File: src/rtl/time2stamp.sv
// time2stamp: converts a BCD calendar date/time (UTC) into a 64-bit Unix
// timestamp. The datapath is iterative: it walks one year per cycle and then
// one month per cycle, accumulating whole days, and finishes with a single
// seconds multiply-add. A start/done handshake frames each conversion.
// Optional feature: define TIME2STAMP_WEEKDAY_EN to add the weekday output
// (0=Sun..6=Sat), which is computed from the same day count as the stamp.
module time2stamp #(
  parameter int unsigned MAX_YEAR = 9999
) (
  input  logic        clk,
  input  logic        rst_n,
  input  logic        start,
  input  logic [15:0] year_bcd,
  input  logic [7:0]  month_bcd,
  input  logic [7:0]  day_bcd,
  input  logic [7:0]  hour_bcd,
  input  logic [7:0]  minute_bcd,
  input  logic [7:0]  second_bcd,
  output logic        busy,
  output logic        done,
  output logic        err,
  output logic [63:0] stamp
`ifdef TIME2STAMP_WEEKDAY_EN
  ,
  output logic [2:0]  weekday
`endif
);

  localparam logic [2:0] ST_IDLE  = 3'd0;
  localparam logic [2:0] ST_CHECK = 3'd1;
  localparam logic [2:0] ST_YEAR  = 3'd2;
  localparam logic [2:0] ST_MONTH = 3'd3;
  localparam logic [2:0] ST_SEC   = 3'd4;

  localparam logic [15:0] MAX_YEAR_C = 16'(MAX_YEAR);

  function automatic logic nib_ok(input logic [3:0] n);
    return (n <= 4'd9);
  endfunction

  function automatic logic [7:0] bcd2_bin(input logic [7:0] b);
    return ({4'd0, b[7:4]} * 8'd10) + {4'd0, b[3:0]};
  endfunction

  function automatic logic [15:0] bcd4_bin(input logic [15:0] b);
    return ({12'd0, b[15:12]} * 16'd1000) + ({12'd0, b[11:8]} * 16'd100) +
           ({12'd0, b[7:4]} * 16'd10) + {12'd0, b[3:0]};
  endfunction

  function automatic logic is_leap(input logic [15:0] y);
    return (y[1:0] == 2'd0) &&
           (((y % 16'd100) != 16'd0) || ((y % 16'd400) == 16'd0));
  endfunction

  function automatic logic [4:0] days_in_month(input logic [7:0] m, input logic [15:0] y);
    logic [4:0] d;
    case (m)
      8'd2:                    d = 5'd28 + {4'd0, is_leap(y)};
      8'd4, 8'd6, 8'd9, 8'd11: d = 5'd30;
      default:                 d = 5'd31;
    endcase
    return d;
  endfunction

  // Latched request and iteration state
  logic [2:0]  state_r;
  logic [15:0] year_r;
  logic [7:0]  month_r, day_r, hour_r, minute_r, second_r;
  logic [21:0] days_r;
  logic [15:0] yi_r;
  logic [7:0]  mi_r;

  // Binary views of the latched BCD fields; only trusted once digits_ok_s holds
  logic [15:0] y_bin_s;
  logic [7:0]  m_bin_s, d_bin_s, h_bin_s, n_bin_s, s_bin_s;
  logic        digits_ok_s;
  logic        valid_s;
  logic [21:0] total_days_s;
  logic [16:0] sec_of_day_s;
  logic [37:0] secs_s;

  assign y_bin_s = bcd4_bin(year_r);
  assign m_bin_s = bcd2_bin(month_r);
  assign d_bin_s = bcd2_bin(day_r);
  assign h_bin_s = bcd2_bin(hour_r);
  assign n_bin_s = bcd2_bin(minute_r);
  assign s_bin_s = bcd2_bin(second_r);

  assign digits_ok_s = nib_ok(year_r[15:12]) && nib_ok(year_r[11:8]) &&
                       nib_ok(year_r[7:4])   && nib_ok(year_r[3:0])  &&
                       nib_ok(month_r[7:4])  && nib_ok(month_r[3:0]) &&
                       nib_ok(day_r[7:4])    && nib_ok(day_r[3:0])   &&
                       nib_ok(hour_r[7:4])   && nib_ok(hour_r[3:0])  &&
                       nib_ok(minute_r[7:4]) && nib_ok(minute_r[3:0]) &&
                       nib_ok(second_r[7:4]) && nib_ok(second_r[3:0]);

  assign valid_s = digits_ok_s &&
                   (y_bin_s >= 16'd1970) && (y_bin_s <= MAX_YEAR_C) &&
                   (m_bin_s >= 8'd1) && (m_bin_s <= 8'd12) &&
                   (d_bin_s >= 8'd1) &&
                   (d_bin_s <= {3'd0, days_in_month(m_bin_s, y_bin_s)}) &&
                   (h_bin_s <= 8'd23) && (n_bin_s <= 8'd59) && (s_bin_s <= 8'd59);

  // Day index of the requested date counted from 1970-01-01 (day 0)
  assign total_days_s = days_r + {14'd0, d_bin_s} - 22'd1;
  assign sec_of_day_s = ({9'd0, h_bin_s} * 17'd3600) + ({9'd0, n_bin_s} * 17'd60) +
                        {9'd0, s_bin_s};
  assign secs_s       = ({16'd0, total_days_s} * 38'd86400) + {21'd0, sec_of_day_s};

`ifdef TIME2STAMP_WEEKDAY_EN
  // 1970-01-01 was a Thursday, hence the +4 offset
  logic [21:0] wd_full_s;
  assign wd_full_s = (total_days_s + 22'd4) % 22'd7;
`endif

  assign busy = (state_r != ST_IDLE);

  // Conversion sequencer: latch, validate, walk years, walk months, emit result
  always_ff @(posedge clk) begin
    if (!rst_n) begin
      state_r  <= ST_IDLE;
      year_r   <= 16'd0;
      month_r  <= 8'd0;
      day_r    <= 8'd0;
      hour_r   <= 8'd0;
      minute_r <= 8'd0;
      second_r <= 8'd0;
      days_r   <= 22'd0;
      yi_r     <= 16'd0;
      mi_r     <= 8'd0;
      done     <= 1'b0;
      err      <= 1'b0;
      stamp    <= 64'd0;
`ifdef TIME2STAMP_WEEKDAY_EN
      weekday  <= 3'd0;
`endif
    end else begin
      done <= 1'b0;
      case (state_r)
        ST_IDLE: begin
          if (start) begin
            year_r   <= year_bcd;
            month_r  <= month_bcd;
            day_r    <= day_bcd;
            hour_r   <= hour_bcd;
            minute_r <= minute_bcd;
            second_r <= second_bcd;
            err      <= 1'b0;
            state_r  <= ST_CHECK;
          end
        end
        ST_CHECK: begin
          if (!valid_s) begin
            done    <= 1'b1;
            err     <= 1'b1;
            stamp   <= 64'd0;
`ifdef TIME2STAMP_WEEKDAY_EN
            weekday <= 3'd0;
`endif
            state_r <= ST_IDLE;
          end else begin
            days_r  <= 22'd0;
            yi_r    <= 16'd1970;
            state_r <= ST_YEAR;
          end
        end
        ST_YEAR: begin
          if (yi_r == y_bin_s) begin
            mi_r    <= 8'd1;
            state_r <= ST_MONTH;
          end else begin
            days_r <= days_r + 22'd365 + {21'd0, is_leap(yi_r)};
            yi_r   <= yi_r + 16'd1;
          end
        end
        ST_MONTH: begin
          if (mi_r == m_bin_s) begin
            state_r <= ST_SEC;
          end else begin
            days_r <= days_r + {17'd0, days_in_month(mi_r, y_bin_s)};
            mi_r   <= mi_r + 8'd1;
          end
        end
        ST_SEC: begin
          stamp   <= {26'd0, secs_s};
`ifdef TIME2STAMP_WEEKDAY_EN
          weekday <= wd_full_s[2:0];
`endif
          done    <= 1'b1;
          err     <= 1'b0;
          state_r <= ST_IDLE;
        end
        default: begin
          state_r <= ST_IDLE;
        end
      endcase
    end
  end

endmodule

File: config.mk
export PLATFORM = sky130hd
export DESIGN_NAME = time2stamp
export DESIGN_NICKNAME = d
export VERILOG_FILES = /design/src/rtl/time2stamp.sv
export SDC_FILE = /design/constraint.sdc
export NUM_CORES = 1
export LEC_CHECK = 0
export CELL_PAD_IN_SITES_DETAIL_PLACEMENT = 1
export CELL_PAD_IN_SITES_GLOBAL_PLACEMENT = 2
export CORE_ASPECT_RATIO = 1.2
export CORE_UTILIZATION = 40
export DETAILED_ROUTE_END_ITERATION = 12
export DONT_BUFFER_PORTS = 1
export GPL_TIMING_DRIVEN = 0
export PLACE_DENSITY_LB_ADDON = 0.1
export REMOVE_ABC_BUFFERS = 1
export SLEW_MARGIN = 5
export SYNTH_ARGS = -nofsm -noshare
export SYNTH_HDL_FRONTEND = slang
export SYNTH_SLANG_ARGS = --single-unit
File: constraint.sdc
create_clock -name clk -period 13.8 [get_ports clk]
set_input_delay 1.38 -clock clk [delete_from_list [all_inputs] [get_ports clk]]
set_output_delay 1.38 -clock clk [all_outputs]
set_load 0.02 [all_outputs]
# == Yosys cells after proc, flatten, opt, wreduce, memory -nomap -nowiden ==
# Index checks and enable logic that the tools add are counted.
# totals
register_bits,171
latch_bits,0
mem_bits_rw,0
rom_bits,0
in_bits,59
output_inout_bits,67
n_memories,0
# classes
addsub,19
mul,11
n_div,4
order_cmp,23
eq_ne,23
n_shift,0
n_mux,27
bitwise_logic,0
n_reduce_logical,48
# ops
operator,count
64-bit case mux with 2 select lines,1
22-bit 2-to-1 mux,3
22-bit case mux with 3 select lines,1
64-bit 2-to-1 mux,1
4-bit <= comparator (second input constant),14
4-bit by 3-bit multiplier with 7-bit output (second input constant),6
8-bit by 4-bit adder with 8-bit output,5
38-bit by 17-bit adder with 38-bit output,1
8-bit by 3-bit equality test with 1-bit output (second input constant),4
8-bit by 4-bit equality test with 1-bit output (second input constant),4
16-bit logical NOT,2
16-bit by 7-bit remainder unit with 16-bit output (second input constant),2
16-bit by 9-bit remainder unit with 16-bit output (second input constant),2
16-bit 2-to-1 mux,2
16-bit case mux with 2 select lines,1
16-bit nonzero test,2
22-bit by 10-bit multiplier with 31-bit output (second input constant),1
1-bit logical AND,24
22-bit by 1-bit adder with 22-bit output,1
22-bit by 5-bit adder with 22-bit output,1
22-bit by 8-bit adder with 22-bit output,1
22-bit by 9-bit adder with 22-bit output (second input constant),1
22-bit by 1-bit subtractor with 22-bit output (second input constant),1
5-bit case mux with 2 select lines,2
44 further kinds,72

# == Longest topological paths before layout ==
# depth
depth_word,25
depth_mapped,59
depth_no_buf,55

# == Worst setup path after synthesis ==
# No wires, ideal clock.
# synth_path
path_type,flip-flop to flip-flop
start,reg year_r[14]
end,reg yi_r[10]
setup_time_ns,0.132
t_arrival_ns,11.748
t_required_ns,13.668
setup_slack_ns,1.920
path_stages_with_launch,53
n_path_buf,2
period_less_slack_ns,11.880
path_cell_list,dfxtp_1 -> fa_1 -> inv_1 -> fa_1 -> inv_1 -> ha_1 -> a21o_1 -> a21oi_1 -> xor2_1 -> ha_1 -> ha_1 -> ha_1 -> clkbuf_1 -> a211o_1 -> o2111a_1 -> or2_1 -> buf_2 -> o31ai_1 -> (+17 left out) -> a221oi_2 -> ha_1 -> inv_1 -> a21oi_1 -> a211o_1 -> nor3_1 -> a2111o_1 -> nor3_1 -> nand3_1 -> or4_1 -> or2_2 -> a21oi_1 -> nand2_1 -> nor3_1 -> nand4_1 -> nor4_1 -> xnor2_1 -> a21oi_1
# synth_between
elab_chain_len,25
word_cells_on_any_way,42
cone_classes,add/sub (4); mul (1); div (2); order compare (4); eq/ne (3); mux (1); reduce/logical (27)
# synth_rtl
element,line_no,source
from (decl),67,logic [15:0] year_r;
from (signal assigned),142,year_r <= year_bcd;
branches (longest 24 deep; another with 15-bit by 8-bit adder with 16-bit output),--,
3-bit AND reduction (no line) (*),--,
to (signal assigned),173,yi_r <= yi_r + 16'd1;
to (decl),70,logic [15:0] yi_r;
# Mark *: on every way between the ends.
# A chain may end at the register's enable or synchronous reset.

# == Final worst setup path ==
# Ends and elaborated chain as after synthesis.

==> results.toml <==
[min_path]
min_path_type = "reg -> reg"
hold_depth = 2

[layout]
final_cell_mix = "inv_1 (333), ha_1 (316), nand2_1 (243)"
antennaDiodeCount = 0
seqCellArea_um2 = 2910
drive_gt1_frac = 0.0699
area_growth_pct = 7.70
nFillCells = 6139
num-nets-final = 3042
multi_input_area_um2 = 16300
final_common_cell = "inv_1"
stdcell_count = 3219

[detailed_routing]
met2_length_um = 28500
highest_layer = "met4"
wl_met1_um = 24900
first_iter_violations = 682
met3_length_um = 1110
vias = 17800
wire_per_inst_um = 17.3
ant_nets = 0
route.detailed.drc = 0
wl_um = 55600
detail_route.vias_per_cell = 5.53
drt-pass1-iter-count = 5

[critical_path]
cp-startpoint = "year_r[14]"
crit_family = "compound AO/OA/AOI/OAI gates"
worstPathRequired_ns = 14.13
path_class = "reg -> reg"
crit_slowest_cell = "or4_4"
cp.depth = 49
cp-endpoint = "yi_r[10]"
timing.rr.start = "year_r[14]"
start_kind = "flip-flop"
crit_arrival_ns = 13.58
cp_max_fo = 9
critical-path-max-stage-delay_ns = 0.58
cp-end-kind = "flip-flop"
r2r-end = "yi_r[10]"
rr_worst_depth = 49
worst-path-buf-inv = 3
rrSetupSlack_ns = 0.55

[grt]
antenna_found_initial = 0
grt_pass1_wl_um = 93100
grt_pass1_vias = 18700
grtUsageTotal = 0.216
overflow = 0
grt_max_degree = 74

[placed_design]
dp_hpwl_um = 45000
io_buffers = 0
gp_congestion = 0.854
place_inst = 3166

[synth]
ys_seq_area_frac = 0.141
syn_area_per_cell_um2 = 7.88
synth_cell_types = 109
netlist_area_um2 = 20500
synth.yosys.warnings = 0
ys_async_sr_fraction = 0
synthCells = 2605
ys.flop_type = "dfxtp_1"
synth-seq-cells = 145
synth-edff-count = 0

[clocking]
clock_path_buffers = 2
cts_htree_levels = 4
cts_root_buf = "clkbuf_16"
tritoncts = "built"
path_clk_slew_ns = 0.07
cts_buffers = 17
clock_latency_ns = 0.47
clock-sinks = 145
hold_buffers = 0

[floorplan]
initial_core_util = 0.407
coreArea_um2 = 50400
rows = 90
dieArea_um2 = 52300
ios = 126
die_w_um = 209
die_h_um = 250

[timing]
period_share = 0.960
slew_violations = 0
worst_pin_slew_ns = 1.32
max_freq_mhz = 75.5
min_period_ns = 13.25
fin_worst_skew_ns = 0.0165
final.setup.tns_ns = 0
hold_slack_ns = 0.468
final-hold-violation-count = 0
max-slew-margin-rel = 0.122
setup_violations = 0

[run]
drv_cap = 0

[run_status]
run_status = "finished, final reports clean"
sequential cells by signal, summed over array words and instances, names as in the netlist:
| signal | flops |
|---|---|
| err | 1 |
| month_r | 8 |
| minute_r | 8 |
| year_r | 16 |
| day_r | 8 |
| mi_r | 8 |
| days_r | 22 |
| done | 1 |
| stamp | 38 |
| hour_r | 8 |
| state_r | 3 |
| yi_r | 16 |
| second_r | 8 |
routing by layer:
layer / vias up / global-route usage
li1: 8839 / -
met2: 169 / 0.395
met1: 8720 / 0.261
met5: - / 0
met4: 0 / 0.0679
met3: 57 / 0.0233
cells by family after synthesis:
family	synth area share
xor+xnor	0.0900
compound gates	0.218
simple gates	0.163
fa+ha+maj	0.294
mux	0.00530
flops	0.141
other cells	0.000183
buf+inv	0.0876
layout make-up:
cell class | instances | area share
inverter | 335 | 0.0570
clock buffer | 18 | 0.0199
multi-input combinational | 2038 | 0.738
timing repair buffer | 25 | 0.0105
clock inverter | 14 | 0.00656
sequential | 145 | 0.131
tap | 644 | 0.0364
per-stage QoR:
stage | worst slack [ns] | utilization | cell area [um^2]
floorplan | 1.91 | - | 20100
global placement | -0.935 | 0.414 | 20900
detailed placement | -0.660 | 0.416 | 21000
CTS | 0.000870 | 0.430 | 21700
global route | -0.112 | 0.438 | 22100
finish | 0.554 | 0.438 | 22100
repair_timing:
action / 4_1_cts / 5_1_grt
resized for setup: 22 / 46
pin swaps: 0 / 13
endpoints found under the setup margin: 18 / 67
setup buffers: 0 / 21
cell usage after synthesis (6+ instances only):
master	number	share of area
a211o_1	11	0.0047
a211oi_1	13	0.0048
a21boi_0	8	0.0029
a21o_1	47	0.017
a21oi_1	215	0.052
a22oi_1	37	0.014
a31oi_1	29	0.0088
and2_1	16	0.0049
and3_1	21	0.0064
buf_1	8	0.0015
buf_2	10	0.0024
buf_4	27	0.0099
clkbuf_1	66	0.012
dfxtp_1	145	0.14
fa_1	102	0.099
ha_1	319	0.19
inv_1	333	0.061
nand2_1	246	0.045
nand3_1	50	0.012
nand4_1	18	0.0055
nor2_1	192	0.035
nor2b_1	18	0.0055
nor3_1	45	0.011
nor3b_1	16	0.0058
nor4_1	17	0.0052
o211ai_1	18	0.0066
o21a_1	17	0.0062
o21ai_0	104	0.025
o21ai_1	7	0.0017
o21bai_1	30	0.011
o31a_1	13	0.0055
o31ai_1	16	0.0058
or2_1	7	0.0021
or2_2	9	0.0027
or3_1	12	0.0037
or4_1	6	0.0022
xnor2_1	148	0.063
xor2_1	53	0.023
how the worst min path moves through the flow:
stage	from	end
detailed placement	second_r[0]	second_r[0]
global placement	second_r[0]	second_r[0]
CTS	second_r[0]	second_r[0]
global route	days_r[21]	days_r[21]
floorplan	second_r[0]	second_r[0]
finish	second_r[0]	second_r[0]
worst min-delay path, delay by kind of cell (launching register included):
family / cells / cell delay, ns
flops: 1 / 0.31
compound gates: 1 / 0.05
simple gates: 1 / 0.05
Power is left out: the tool's default activity adds up to more than one toggle a clock period on the data nets, which glitch-free logic cannot reach.
